[src/rtl/ifetch_unit.sv]
// Instruction-fetch sequencer: owns the PC, reads the combinational Imem and
// buffers fetched words in a 2-entry queue with a valid/ready handshake to decode.
module ifetch_unit #(
  parameter logic [31:0] RESET_PC   = 32'h0000_0000,
  parameter int unsigned IMEM_WORDS = 64
) (
  input  logic        clk,
  input  logic        reset,
  input  logic        start,
  input  logic        halt,
  input  logic        redirect_valid,
  input  logic [31:0] redirect_pc,
  output logic [31:0] imem_addr,
  input  logic [31:0] imem_data,
  output logic        inst_valid,
  input  logic        inst_ready,
  output logic [31:0] inst_out,
  output logic [31:0] inst_pc,
  output logic        running,
  output logic        fault
);

  typedef enum logic [1:0] {IDLE, RUN, HALTED, FAULT} state_e;

  // 34 bits so that IMEM_WORDS = 2^30 (the full 4 GiB space) compares correctly
  localparam logic [33:0] IMEM_BYTES = {IMEM_WORDS, 2'b00};

  state_e      state_q, state_d;
  logic        running_q, fault_q;
  logic [31:0] pc_q;
  logic [1:0]  count_q;
  logic [31:0] word_q [2];
  logic [31:0] wpc_q  [2];

  logic in_range, fetch_ok, pop, push, wr_sel;
  logic unused_rpc_lo;

  assign unused_rpc_lo = ^redirect_pc[1:0];

  assign in_range = ({2'b00, pc_q} < IMEM_BYTES);
  assign fetch_ok = (state_q == RUN) && !redirect_valid && !halt;
  assign pop      = inst_valid && inst_ready && !redirect_valid;
  assign push     = fetch_ok && in_range && ((count_q != 2'd2) || pop);
  // Tail slot after any same-cycle pop has shifted the head out
  assign wr_sel   = (count_q == 2'd2) || ((count_q == 2'd1) && !pop);

  always_comb begin
    state_d = state_q;
    if (redirect_valid) begin
      if (state_q == FAULT) state_d = RUN;
    end else if (halt) begin
      if (state_q == RUN) state_d = HALTED;
    end else if (state_q == RUN) begin
      if (!in_range) state_d = FAULT;
    end else if (start && (state_q == IDLE || state_q == HALTED)) begin
      state_d = RUN;
    end
  end

  always_ff @(posedge clk) begin
    if (reset) begin
      state_q   <= IDLE;
      running_q <= 1'b0;
      fault_q   <= 1'b0;
    end else begin
      state_q   <= state_d;
      running_q <= (state_d == RUN);
      fault_q   <= (state_d == FAULT);
    end
  end

  always_ff @(posedge clk) begin
    if (reset) begin
      pc_q    <= RESET_PC;
      count_q <= 2'd0;
    end else if (redirect_valid) begin
      pc_q    <= {redirect_pc[31:2], 2'b00};
      count_q <= 2'd0;
    end else begin
      if (push) pc_q <= pc_q + 32'd4;
      case ({push, pop})
        2'b10:   count_q <= count_q + 2'd1;
        2'b01:   count_q <= count_q - 2'd1;
        default: count_q <= count_q;
      endcase
    end
  end

  // Queue payload carries no reset; validity is tracked solely by count_q
  always_ff @(posedge clk) begin
    if (pop) begin
      word_q[0] <= word_q[1];
      wpc_q[0]  <= wpc_q[1];
    end
    if (push) begin
      word_q[wr_sel] <= imem_data;
      wpc_q[wr_sel]  <= pc_q;
    end
  end

  assign imem_addr  = pc_q;
  assign inst_valid = (count_q != 2'd0);
  assign inst_out   = inst_valid ? word_q[0] : 32'd0;
  assign inst_pc    = inst_valid ? wpc_q[0]  : 32'd0;
  assign running    = running_q;
  assign fault      = fault_q;

endmodule
[config.mk]
export PLATFORM = sky130hd
export DESIGN_NAME = ifetch_unit
export DESIGN_NICKNAME = d
export VERILOG_FILES = /design/src/rtl/ifetch_unit.sv
export SDC_FILE = /design/constraint.sdc
export NUM_CORES = 1
export LEC_CHECK = 0
export ABC_AREA = 1
export CAP_MARGIN = 20
export CORE_MARGIN = 2
export CORE_UTILIZATION = 49
export CTS_CLUSTER_DIAMETER = 100
export DETAILED_ROUTE_END_ITERATION = 8
export PLACE_DENSITY = 0.91
export SLEW_MARGIN = 40
export SYNTH_ARGS = -nofsm -noshare
export SYNTH_HDL_FRONTEND = slang
export SYNTH_SLANG_ARGS = --single-unit
[constraint.sdc]
create_clock -name clk -period 6.8 [get_ports clk]
set_input_delay 1.7 -clock clk [delete_from_list [all_inputs] [get_ports clk]]
set_output_delay 1.7 -clock clk [all_outputs]
set_load 0.1 [all_outputs]
After elaboration in Yosys (flattened, before gate mapping)
Memory sizes are Yosys's and may differ from the RTL's. Cells that the tools add are included.

Bits in registers: 38. Bits in writable memories: 128. Bits of input ports: 70. Output and inout bits: 99. Logic and storage cells: 57. Memories kept: 2.

$add $sub $neg: 3. Order comparisons: 1. Equal/unequal tests: 10. Multiplexer cells: 16. Reductions and logical operators: 19.

Memories: word_q (words 2, bits a word 32, rd ports 2, clocked after Yosys merged registers in 0, write ports 2, line 32) `logic [31:0] word_q [2];`; wpc_q (words 2, bits a word 32, rd ports 2, clocked after Yosys merged registers in 0, write ports 2, line 33) `logic [31:0] wpc_q [2];`.

Operators by type and width (count): 32-bit 2-to-1 mux (4); 32-bit by 3-bit adder with 32-bit output, second input constant (1); 32-bit by 9-bit less-than comparator with 1-bit output, second input constant (1); 2-bit 2-to-1 mux (7); 2-bit equality test, second input constant (5); 2-bit by 1-bit equality test with 1-bit output, second input constant (4); 1-bit logical AND (8); 2-bit nonzero test (3); 1-bit 2-to-1 mux (4); 2-bit case mux with 2 select lines (1); 1-bit zero test (3); 1-bit logical OR (3); 2-bit by 1-bit adder with 2-bit output, second input constant (1); 2-bit zero test (1); 2-bit != test, second input constant (1); 2-bit OR reduction (1); 2-bit by 1-bit subtractor with 2-bit output, second input constant (1).

Logic depth before layout (Yosys ltp)
Gate-level depths: netlist of run 1.

Depth after elaboration: 8. Mapped depth: 11. Mapped depth without buffers: 10.

Worst setup path before layout of run 1
Ideal clock, no wire load.

Kind: input to register. From: input port redirect_valid. To: memory word_q[1][0] (enable). Setup time: 482 ps. Data arrival time: 4859 ps. Required time: 6318 ps. Setup slack: 1459 ps. Stages: 4. Path buffers: 1. Path through: nor3_2 nand3_1 buf_2 nor2_1.

RTL lines: start: declaration (line 11) `input logic redirect_valid,`; end: declaration (line 32).

==> load_flow_metrics.sql, run 1 <==
INSERT INTO impl_metrics (metric_group, metric, value, unit) VALUES
('critical_path', 'crit_fanout', '44', ''),
('finish', 'fin_nets', '922', ''),
('grt', 'vias_in_the_first_global_route', '4517', ''),
('power_and_ir_drop', 'cellInternalPower', '1.66', 'mW'),
('finish', 'final_layout_size_suffix_gt1_share', '17.0', '%'),
('timing', 'period_minus_slack', '4.69', 'ns'),
('critical_path', 'cp_slowest_stage_delay', '0.53', 'ns'),
('die', 'core-area', '13300', 'sq um'),
('timing', 'final-hold-violation-count', '0', ''),
('critical_path', 'critical_path_buf_inv_count', '4', ''),
('timing', 'period_share', '69.0', '%'),
('yosys', 'synthesis.instances', '692', ''),
('route', 'routed_wirelength', '14400', 'um'),
('route', 'drtAntennaViolNets', '0', ''),
('power_and_ir_drop', 'p_leak', '3.88', 'nW'),
('timing', 'timing.max_slew.rel_slack', '58.7', '%'),
('clock_network', 'clkLatencyLatePin', '0.42', 'ns'),
('critical_path', 'path_cells', 'clkdlybuf4s50_1 -> buf_4 -> inv_2 -> nand3_2 -> a21oi_2 -> nand2_4 -> nand2_4 -> buf_4', ''),
('critical_path', 'worst_setup_path_start_kind', 'input port', ''),
('yosys', 'yosys.area_share.adder', '0.748', '%'),
('timing', 'fin_setup_tns', '0', 'ns'),
('die', 'chipHeight', '121', 'um'),
('clock_network', 'clk_pin_slew', '0.06', 'ns'),
('run_status', 'outcome', 'finished, final reports clean', ''),
('yosys', 'synth_seq_cells', '160', ''),
('route', 'wire_per_inst', '13.9', 'um'),
('placed_design', 'io_buffer_count', '162', ''),
('route', 'vias', '5052', ''),
('yosys', 'synth.mux.area_fraction', '0', '%'),
('power_and_ir_drop', 'pwr-share-clk', '42.7', '%'),
('timing', 'maxSlewViolCount', '0', ''),
('yosys', 'synth-simple-area-share', '20.4', '%'),
('critical_path', 'worst-endpoint-arrival', '4.79', 'ns'),
('route', 'initialDrtViolationCount', '439', ''),
('timing', 'timing.final.setup_violations', '0', ''),
('placed_design', 'hpwl', '9770', 'um'),
('grt', 'wire_length_of_the_first_global_routing_pass', '22700', 'um'),
('die', 'floorplan.rows', '42', ''),
('timing', 'tightest_slew', '0.618', 'ns'),
('die', 'dieWidth', '121', 'um'),
('route', 'drt-vias-per-instance', '4.87', ''),
('critical_path', 'critPathTopFamily', 'buffers and inverters', ''),
('clock_network', 'post_cts.resized_instances', '0', ''),
('critical_path', 'cp_data_required_time', '6.89', 'ns'),
('hold_path', 'worst_hold_path_type', 'flip-flop to flip-flop', ''),
('run', 'max_cap_viol_count', '0', ''),
('placed_design', 'place.gp.congestion', '0.841', ''),
('yosys', 'synth_top_family_by_area', 'simple AND/OR/NAND/NOR gates', ''),
('clock_network', 'clock_tree.root_cell', 'sky130_fd_sc_hd__clkbuf_16', ''),
('yosys', 'yosysSeqAreaShare', '66.4', '%'),
('die', 'io-pin-count', '169', ''),
('finish', 'antenna_cells', '0', ''),
('yosys', 'synthXorXnorAreaFrac', '0.262', '%'),
('finish', 'area_growth', '27.7', '%'),
('yosys', 'yosys.cell_types.count', '27', ''),
('power_and_ir_drop', 'power.sequential.fraction', '48.9', '%'),
('clock_network', 'clock_tree.htree_level_count', '4', ''),
('yosys', 'mapped_cell_area', '6690', 'sq um'),
('timing', 'max_clock_freq', '213', 'MHz'),
('power_and_ir_drop', 'switching_share', '24.3', '%'),
('clock_network', 'tritoncts', 'built', ''),
('finish', 'finalNonFillerCells', '1037', ''),
('power_and_ir_drop', 'irDropWorstVdd', '0.171', 'mV'),
('power_and_ir_drop', 'power.share.combinational', '8.4', '%'),
('route', 'drc', '0', ''),
('placed_design', 'numPlacedInstances', '1005', ''),
('critical_path', 'end_kind', 'flip-flop', ''),
('yosys', 'yosysWarningCount', '0', ''),
('die', 'floorplan.initialDensity', '50.3', '%'),
('power_and_ir_drop', 'switching_power', '0.534', 'mW'),
('critical_path', 'crit_slowest_cell', 'sky130_fd_sc_hd__nand2_4', '');
-- logic make-up (layout without fill, tap and decap cells) --
family	after synthesis	after routing
compound gates	45	45
xor+xnor	2	2
fa+ha+maj	4	4
buf+inv	140	306
flops	160	160
other cells	1	4
simple gates	340	340
-- synthesized netlist by cell type --
| master | count | share of area, % |
|---|---|---|
| sky130_fd_sc_hd__buf_6 | 3 | 0.51 |
| sky130_fd_sc_hd__o21ai_0 | 7 | 0.52 |
| sky130_fd_sc_hd__conb_1 | 1 | 0.056 |
| sky130_fd_sc_hd__a31oi_1 | 1 | 0.094 |
| sky130_fd_sc_hd__inv_1 | 101 | 5.7 |
| sky130_fd_sc_hd__buf_4 | 4 | 0.45 |
| sky130_fd_sc_hd__inv_2 | 5 | 0.28 |
| sky130_fd_sc_hd__nand2_1 | 168 | 9.4 |
| sky130_fd_sc_hd__o21ai_1 | 3 | 0.22 |
| sky130_fd_sc_hd__buf_1 | 7 | 0.39 |
| sky130_fd_sc_hd__nand3_2 | 1 | 0.15 |
| sky130_fd_sc_hd__clkbuf_1 | 10 | 0.56 |
| sky130_fd_sc_hd__a21oi_2 | 1 | 0.13 |
| sky130_fd_sc_hd__dfxtp_1 | 36 | 11 |
| sky130_fd_sc_hd__edfxtp_1 | 124 | 56 |
| sky130_fd_sc_hd__nor2_2 | 1 | 0.094 |
| sky130_fd_sc_hd__buf_2 | 10 | 0.75 |
| sky130_fd_sc_hd__xor2_1 | 2 | 0.26 |
| sky130_fd_sc_hd__nor3_1 | 2 | 0.15 |
| sky130_fd_sc_hd__nor2_1 | 119 | 6.7 |
| sky130_fd_sc_hd__ha_1 | 4 | 0.75 |
| sky130_fd_sc_hd__a21oi_1 | 32 | 2.4 |
| sky130_fd_sc_hd__nand2_4 | 1 | 0.17 |
| sky130_fd_sc_hd__o21bai_1 | 1 | 0.11 |
| sky130_fd_sc_hd__nand4_1 | 4 | 0.37 |
| sky130_fd_sc_hd__nor3_2 | 1 | 0.15 |
| sky130_fd_sc_hd__nand3_1 | 43 | 3.2 |
-- worst reg2reg max path, cell delays in order (launching register included) --
cell,delay [ns]
sky130_fd_sc_hd__dfxtp_1,0.34
sky130_fd_sc_hd__inv_1,0.10
sky130_fd_sc_hd__ha_2,0.35
sky130_fd_sc_hd__inv_2,0.14
sky130_fd_sc_hd__nand3_2,0.19
sky130_fd_sc_hd__a21oi_2,0.35
sky130_fd_sc_hd__nand2_4,0.33
sky130_fd_sc_hd__nand2_4,0.54
sky130_fd_sc_hd__buf_4,0.40
-- registers in the layout, summed over array words and instances, names as in the netlist --
signal and flops:
state_q 2, word_q 64, fault 1, imem_addr 30, wpc_q 60, running 1, count_q 2
-- power groups by stage --
stage,Clock [mW],Combinational [mW],Sequential [mW]
global placement,0,0.190,1.09
floorplan,0,0.0498,1.16
CTS,0.950,0.185,1.07
global route,0.989,0.194,1.07
finish,0.936,0.185,1.07
detailed placement,0,0.183,1.09
-- layout make-up --
type,count,area [sq um]
Clock inverter,14,159
Fill cell,1037,4750
Multi-Input combinational cell,395,1700
Tap cell,176,220
Timing Repair Buffer,168,1190
Clock buffer,18,429
Inverter,106,400
Sequential cell,160,4440
-- worst paths after layout --
kind / start / depth (start not counted) / to / slack [ns]
worst min register to register: imem_addr[24] / 0 / wpc_q[1][24] / 0.50
worst min-delay path: imem_addr[24] / 0 / wpc_q[1][24] / 0.50
worst max-delay path: redirect_valid / 8 / wpc_q[0][9] / 2.11
worst max register to register: count_q[0] / 8 / wpc_q[0][9] / 3.74
-- stage by stage --
stage / area, sq um / setup WS [ns] / hold WS (ns) / power (mW) / utilization (%)
finish: 8540 / 2.11 / 0.497 / 2.19 / 64.3
global route: 8540 / 1.84 / 0.519 / 2.26 / 64.3
CTS: 8540 / 2.09 / 0.491 / 2.21 / 64.3
detailed placement: 7960 / 1.65 / 0.480 / 1.28 / 59.8
global placement: 8410 / 1.46 / 0.471 / 1.28 / 63.3
floorplan: 6700 / 1.46 / 0.464 / 1.21 / -
-- routing by layer --
metal | vias to the layer above | track usage (%) | share of wire, %
li1 | 2504 | - | -
met4 | 0 | 8.43 | 1.9
met5 | - | 0 | 0
met1 | 2324 | 26.4 | 44
met3 | 25 | 4.58 | 5.5
met2 | 199 | 32.6 | 49
-- placed cells by master, fill, tap and decap left out, types with 4 or more instances in the layout --
cell type and n:
sky130_fd_sc_hd__a21oi_1 32, sky130_fd_sc_hd__buf_2 96, sky130_fd_sc_hd__buf_4 5, sky130_fd_sc_hd__clkbuf_16 17, sky130_fd_sc_hd__clkdlybuf4s50_1 66, sky130_fd_sc_hd__conb_1 4, sky130_fd_sc_hd__dfxtp_1 36, sky130_fd_sc_hd__edfxtp_1 124
sky130_fd_sc_hd__inv_1 101, sky130_fd_sc_hd__inv_2 4, sky130_fd_sc_hd__nand2_1 167, sky130_fd_sc_hd__nand3_1 43, sky130_fd_sc_hd__nand4_1 4, sky130_fd_sc_hd__nor2_1 118, sky130_fd_sc_hd__o21ai_0 7
Power figures use the tool's default switching activity.
==> inputs of run 2 (changes only) <==
Clock period 6.8 ns to 4.8 ns, I/O delays scaled along.
==> run 2 against run 1 <==
Net effect: sequential cell count unchanged; combinational power is 42% higher; register-to-register slack lost 1.7 ns; first-iteration DRC count decreased by 12%; via count up 0.36%; clock-buffer cell count rose by 1; sequential power grew 42%; largest power group unchanged; non-clock buffer count is 1 higher; cell count about the same; global-route usage up 0.57 points.
==> load_flow_metrics.sql, run 2 (same netlist as run 1, synthesis figures left out) <==
INSERT INTO impl_metrics (metric_group, metric, value, unit) VALUES
('timing', 'fin_setup_tns', '0', 'ns'),
('finish', 'fin_nets', '923', ''),
('die', 'floorplan.initialDensity', '50.3', '%'),
('critical_path', 'crit_fanout', '39', ''),
('critical_path', 'worst_setup_path_start_kind', 'flip-flop', ''),
('finish', 'flip_flop_count_of_the_largest_register_after_layout', '64', ''),
('route', 'drt-vias-per-instance', '4.88', ''),
('finish', 'final_common_cell', 'sky130_fd_sc_hd__nand2_1', ''),
('grt', 'wire_length_of_the_first_global_routing_pass', '23300', 'um'),
('placed_design', 'io_buffer_count', '162', ''),
('finish', 'final-seq-area', '4440', 'sq um'),
('power_and_ir_drop', 'irDropWorstVdd', '0.242', 'mV'),
('route', 'drtAntennaViolNets', '0', ''),
('grt', 'vias_in_the_first_global_route', '4664', ''),
('run_status', 'outcome', 'finished, final reports clean', ''),
('clock_network', 'cts_setup_buffers', '0', ''),
('run', 'max_cap_viol_count', '0', ''),
('power_and_ir_drop', 'p_leak', '3.89', 'nW'),
('finish', 'layout_common_cells', 'sky130_fd_sc_hd__nand2_1 (167), sky130_fd_sc_hd__edfxtp_1 (124), sky130_fd_sc_hd__nor2_1 (118), sky130_fd_sc_hd__inv_1 (101), sky130_fd_sc_hd__buf_2 (93)', ''),
('die', 'dieWidth', '121', 'um'),
('clock_network', 'clk_pin_slew', '0.06', 'ns'),
('route', 'wire_per_inst', '14.1', 'um'),
('die', 'area_of_the_die', '14600', 'sq um'),
('timing', 'timing.max_slew.rel_slack', '48.1', '%'),
('timing', 'period_share', '69.6', '%'),
('critical_path', 'end_kind', 'primary output', ''),
('route', 'initialDrtViolationCount', '385', ''),
('clock_network', 'clock_tree.htree_level_count', '4', ''),
('clock_network', 'ctsHoldBuffers', '0', ''),
('placed_design', 'hpwl', '9820', 'um'),
('finish', 'fillCellCount', '1046', ''),
('clock_network', 'tritoncts', 'built', ''),
('grt', 'grt_max_degree', '63', ''),
('finish', 'most_flop_heavy_register', 'word_q', ''),
('finish', 'area_used_by_multi_input_combinational_logic', '1700', 'sq um'),
('power_and_ir_drop', 'design_power_total', '3.14', 'mW'),
('route', 'drc', '0', ''),
('clock_network', 'clkLatencyLatePin', '0.42', 'ns'),
('clock_network', 'tritoncts.num_buffers', '17', ''),
('die', 'core-area', '13300', 'sq um'),
('die', 'floorplan.rows', '42', ''),
('clock_network', 'clock_sink_count', '160', ''),
('die', 'chipHeight', '121', 'um'),
('timing', 'maxSlewViolCount', '0', ''),
('critical_path', 'setup_cp_type', 'flip-flop to primary output', ''),
('clock_network', 'clock_tree.root_cell', 'sky130_fd_sc_hd__clkbuf_16', ''),
('power_and_ir_drop', 'power_density', '365', 'nW/um^2'),
('route', 'drt_first_pass_iters', '5', ''),
('timing', 'max_clock_freq', '299', 'MHz'),
('critical_path', 'cp_data_required_time', '3.60', 'ns'),
('timing', 'skew', '0.0122', 'ns'),
('clock_network', 'cts_max_path_buffers', '2', ''),
('die', 'io-pin-count', '169', ''),
('finish', 'area_growth', '28.4', '%'),
('timing', 'rsz0062_at_grt', 'no', ''),
('route', 'vias', '5070', ''),
('timing', 'timing.final.setup_violations', '0', ''),
('grt', 'global_route.usage.total', '20.8', '%'),
('clock_network', 'post_cts.resized_instances', '0', ''),
('finish', 'antenna_cells', '0', ''),
('finish', 'final_layout_size_suffix_gt1_share', '17.1', '%'),
('hold_path', 'worst_hold_path_type', 'flip-flop to flip-flop', ''),
('placed_design', 'numPlacedInstances', '1006', ''),
('critical_path', 'worst-endpoint-arrival', '2.14', 'ns'),
('finish', 'finalNonFillerCells', '1038', ''),
('timing', 'tightest_slew', '0.779', 'ns'),
('placed_design', 'place.gp.congestion', '0.839', ''),
('grt', 'grt-ovfl-total', '0', ''),
('timing', 'period_minus_slack', '3.34', 'ns'),
('grt', 'antenna_found_initial', '0', ''),
('route', 'routed_wirelength', '14600', 'um'),
('timing', 'final-hold-violation-count', '0', '');
[run 2: changes by cell type in the layout (fill, tap and decap cells not counted), sizes merged]
cell,previous run,this run
clkinvlp,3,4
clkbuf,18,19
inv,110,111
clkdlybuf4s50,66,67
clkinv,5,2
[run 2: critical path, stage by stage, from the launching register on]
cell and delay, ns:
sky130_fd_sc_hd__dfxtp_1 0.31, sky130_fd_sc_hd__inv_1 0.17, sky130_fd_sc_hd__ha_4 0.47, sky130_fd_sc_hd__buf_4 0.35
sky130_fd_sc_hd__nor2_1 0.11, sky130_fd_sc_hd__buf_2 0.30
[run 2: area by class of cell]
cell class / count / area share, %
inverter: 106 / 4.66
timing repair buffer: 169 / 14.2
tap: 176 / 2.56
sequential: 160 / 51.8
clock inverter: 13 / 1.75
clock buffer: 19 / 5.27
multi-input combinational: 395 / 19.8
[run 2: where the power goes]
part / switching, mW / total (mW) / leakage (nW) / internal, mW
Combinational: 0.182 / 0.262 / 2.19 / 0.0803
Sequential: 0.0223 / 1.52 / 1.41 / 1.50
Clock: 0.553 / 1.36 / 0.285 / 0.803
Total: 0.758 / 3.14 / 3.89 / 2.38
[run 2: final timing paths]
path	start	to	slack (ns)	depth (start not counted)
worst max-delay path	count_q[0]	inst_pc[5]	1.46	5
worst max register to register	count_q[1]	wpc_q[0][10]	2.09	8
worst min register to register	imem_addr[29]	wpc_q[1][29]	0.51	0
worst min-delay path	imem_addr[29]	wpc_q[1][29]	0.51	0
[run 2: per-layer routing]
| layer | up-vias | global-route usage [%] | part of all wire (%) |
|---|---|---|---|
| met3 | 23 | 4.86 | 6.4 |
| li1 | 2517 | - | - |
| met1 | 2339 | 27.0 | 43 |
| met4 | 0 | 9.08 | 2.2 |
| met5 | - | 0 | 0 |
| met2 | 191 | 33.3 | 48 |
[run 2: stage by stage]
| step | cell area, sq um | hold slack, ns | setup slack (ns) | utilization (%) |
|---|---|---|---|---|
| finish | 8590 | 0.505 | 1.46 | 64.6 |
| global route | 8590 | 0.524 | 1.30 | 64.6 |
| CTS | 8580 | 0.503 | 1.15 | 64.5 |
| detailed placement | 7970 | 0.488 | 1.07 | 60.0 |
| global placement | 8440 | 0.470 | 0.853 | 63.5 |
| floorplan | 6700 | 0.464 | 1.01 | - |
==> inputs of run 3 (changes only) <==
Clock period 4.8 ns to 3.1 ns, I/O delays scaled along.
==> run 3 against run 2 <==
Net effect: final area increased by 3.7%; clock power increased by 61%; sequential share of layout area decreased by 1.9 points; highest routed layer unchanged; hold slack improved by 0.0048 ns; largest power group unchanged; non-clock buffer count increased by 5; clock-buffer cell count increased by 1; sequential power increased by 55%; global-route usage decreased by 0.42 points; die area unchanged; sequential cell count unchanged; routed wire length decreased by 1.4%.
==> load_flow_metrics.sql, run 3 (same netlist as run 1, synthesis figures left out) <==
INSERT INTO impl_metrics (metric_group, metric, value, unit) VALUES
('critical_path', 'crit_fanout', '26', ''),
('critical_path', 'setup_cp_type', 'flip-flop to primary output', ''),
('critical_path', 'cp_data_required_time', '2.32', 'ns'),
('grt', 'global_route.usage.total', '20.4', '%'),
('timing', 'max_clock_freq', '358', 'MHz'),
('critical_path', 'crit_slowest_cell', 'sky130_fd_sc_hd__ha_2', ''),
('timing', 'period_share', '90.1', '%'),
('clock_network', 'clk_pin_slew', '0.06', 'ns'),
('route', 'drc', '0', ''),
('route', 'routed_wirelength', '14400', 'um'),
('clock_network', 'cts_setup_buffers', '0', ''),
('clock_network', 'cts_max_path_buffers', '2', ''),
('route', 'drtAntennaViolNets', '0', ''),
('die', 'floorplan.rows', '42', ''),
('finish', 'fin_util', '67.0', '%'),
('finish', 'most_flop_heavy_register', 'word_q', ''),
('finish', 'final_common_cell', 'sky130_fd_sc_hd__nand2_1', ''),
('power_and_ir_drop', 'p_leak', '3.93', 'nW'),
('clock_network', 'clkLatencyLatePin', '0.41', 'ns'),
('timing', 'skew', '0.0110', 'ns'),
('timing', 'period_minus_slack', '2.79', 'ns'),
('placed_design', 'place.gp.congestion', '0.861', ''),
('run_status', 'outcome', 'finished, final reports clean', ''),
('clock_network', 'post_cts.resized_instances', '0', ''),
('die', 'io-pin-count', '169', ''),
('die', 'chipHeight', '121', 'um'),
('critical_path', 'end_kind', 'primary output', ''),
('clock_network', 'clock_tree.htree_level_count', '4', ''),
('power_and_ir_drop', 'irDropWorstVdd', '0.405', 'mV'),
('die', 'dieWidth', '121', 'um'),
('grt', 'wire_length_of_the_first_global_routing_pass', '23100', 'um'),
('clock_network', 'tritoncts.num_buffers', '17', ''),
('finish', 'area_growth', '33.1', '%'),
('timing', 'rsz0062_at_grt', 'no', ''),
('grt', 'grt_max_degree', '63', ''),
('finish', 'layout_common_cells', 'sky130_fd_sc_hd__nand2_1 (167), sky130_fd_sc_hd__edfxtp_1 (124), sky130_fd_sc_hd__nor2_1 (118), sky130_fd_sc_hd__buf_4 (103), sky130_fd_sc_hd__inv_1 (101)', ''),
('clock_network', 'ctsHoldBuffers', '0', ''),
('route', 'vias', '5019', ''),
('route', 'drt-vias-per-instance', '4.81', ''),
('route', 'initialDrtViolationCount', '392', ''),
('power_and_ir_drop', 'power_density', '557', 'nW/um^2'),
('grt', 'vias_in_the_first_global_route', '4666', ''),
('finish', 'flip_flop_count_of_the_largest_register_after_layout', '64', ''),
('critical_path', 'path_cells', 'inv_1 -> ha_2 -> buf_4 -> nor2_1 -> buf_4', ''),
('run', 'max_cap_viol_count', '0', ''),
('placed_design', 'io_buffer_count', '162', ''),
('clock_network', 'clock_tree.root_cell', 'sky130_fd_sc_hd__clkbuf_16', ''),
('critical_path', 'cp_slowest_stage_delay', '0.49', 'ns'),
('critical_path', 'worst-endpoint-arrival', '2.02', 'ns'),
('timing', 'fin_setup_tns', '0', 'ns'),
('timing', 'maxSlewViolCount', '0', ''),
('die', 'area_of_the_die', '14600', 'sq um'),
('grt', 'grt-ovfl-total', '0', ''),
('route', 'drt_first_pass_iters', '8', ''),
('finish', 'antenna_cells', '0', ''),
('die', 'floorplan.initialDensity', '50.3', '%'),
('hold_path', 'worst_hold_path_type', 'flip-flop to flip-flop', ''),
('clock_network', 'tritoncts', 'built', ''),
('grt', 'antenna_found_initial', '0', ''),
('clock_network', 'clock_sink_count', '160', ''),
('finish', 'fin_nets', '928', ''),
('critical_path', 'worst_setup_path_start_kind', 'flip-flop', ''),
('finish', 'final_layout_size_suffix_gt1_share', '17.3', '%'),
('placed_design', 'hpwl', '9830', 'um'),
('die', 'core-area', '13300', 'sq um'),
('timing', 'timing.final.setup_violations', '0', ''),
('route', 'wire_per_inst', '13.8', 'um'),
('critical_path', 'cp_common_cell', 'sky130_fd_sc_hd__buf_4', ''),
('timing', 'final-hold-violation-count', '0', ''),
('finish', 'fillCellCount', '994', '');
## run 3: cell count changes in the layout (fill, tap and decap cells not counted)
cell                         change
sky130_fd_sc_hd__bufinv_16       +2
sky130_fd_sc_hd__clkinvlp_4      -2
sky130_fd_sc_hd__inv_4           -1
sky130_fd_sc_hd__clkinv_2        +1
sky130_fd_sc_hd__buf_2          -93
sky130_fd_sc_hd__ha_4            -1
sky130_fd_sc_hd__clkbuf_8        -1
sky130_fd_sc_hd__clkbuf_1        +2
sky130_fd_sc_hd__buf_12          +3
sky130_fd_sc_hd__ha_2            +1
sky130_fd_sc_hd__inv_2           +1
sky130_fd_sc_hd__inv_6           -1
sky130_fd_sc_hd__inv_8           -1
sky130_fd_sc_hd__buf_4          +95
## run 3: cell type report
cell class | instances | area (sq um) | share of cell area [%]
clock inverters | 12 | 180 | 2.02
flip-flops and latches | 160 | 4440 | 49.9
inverters | 106 | 398 | 4.47
well taps | 176 | 220 | 2.47
multi-input cells | 395 | 1690 | 19.0
clock buffers | 20 | 447 | 5.02
repair buffers | 174 | 1520 | 17.1
## run 3: final timing paths
kind	end	startpoint	slack [ns]	cells past startpoint
max	inst_out[10]	count_q[0]	0.31	5
min	word_q[0][13]	word_q[1][13]	0.51	2
max reg2reg	wpc_q[0][15]	count_q[0]	0.67	9
min reg2reg	word_q[0][13]	word_q[1][13]	0.51	2
## run 3: stage by stage
| stage | total power [mW] | hold WS [ns] | instance area (sq um) | std cells | setup WS (ns) |
|---|---|---|---|---|---|
| floorplan | 2.66 | 0.464 | 6710 | 695 | 0.0224 |
| global placement | 2.81 | 0.480 | 8280 | 1011 | 0.277 |
| detailed placement | 2.82 | 0.492 | 8280 | 1011 | 0.213 |
| CTS | 5.00 | 0.507 | 8910 | 1043 | 0.279 |
| global route | 5.11 | 0.522 | 8910 | 1043 | 0.187 |
| finish | 4.96 | 0.510 | 8910 | 1043 | 0.305 |
## run 3: critical path: cells and delay by family (launching register included)
| kind | cells | cell delay (ns) |
|---|---|---|
| buf+inv | 3 | 0.71 |
| simple gates | 1 | 0.09 |
| flops | 1 | 0.32 |
| fa+ha+maj | 1 | 0.49 |
## run 3: metal layers
metal,share of wire [%],global-route usage [%],wire [um]
met5,0,0,0
met4,1.3,7.12,189
met3,5.6,4.53,801
met2,49,32.7,7060
met1,44,27.4,6340
## run 3: power by group
part	total [mW]	internal (mW)	switching, mW	leakage, nW
Combinational	0.420	0.138	0.282	2.21
Sequential	2.35	2.32	0.0361	1.41
Clock	2.19	1.38	0.814	0.301
Total	4.96	3.83	1.13	3.93
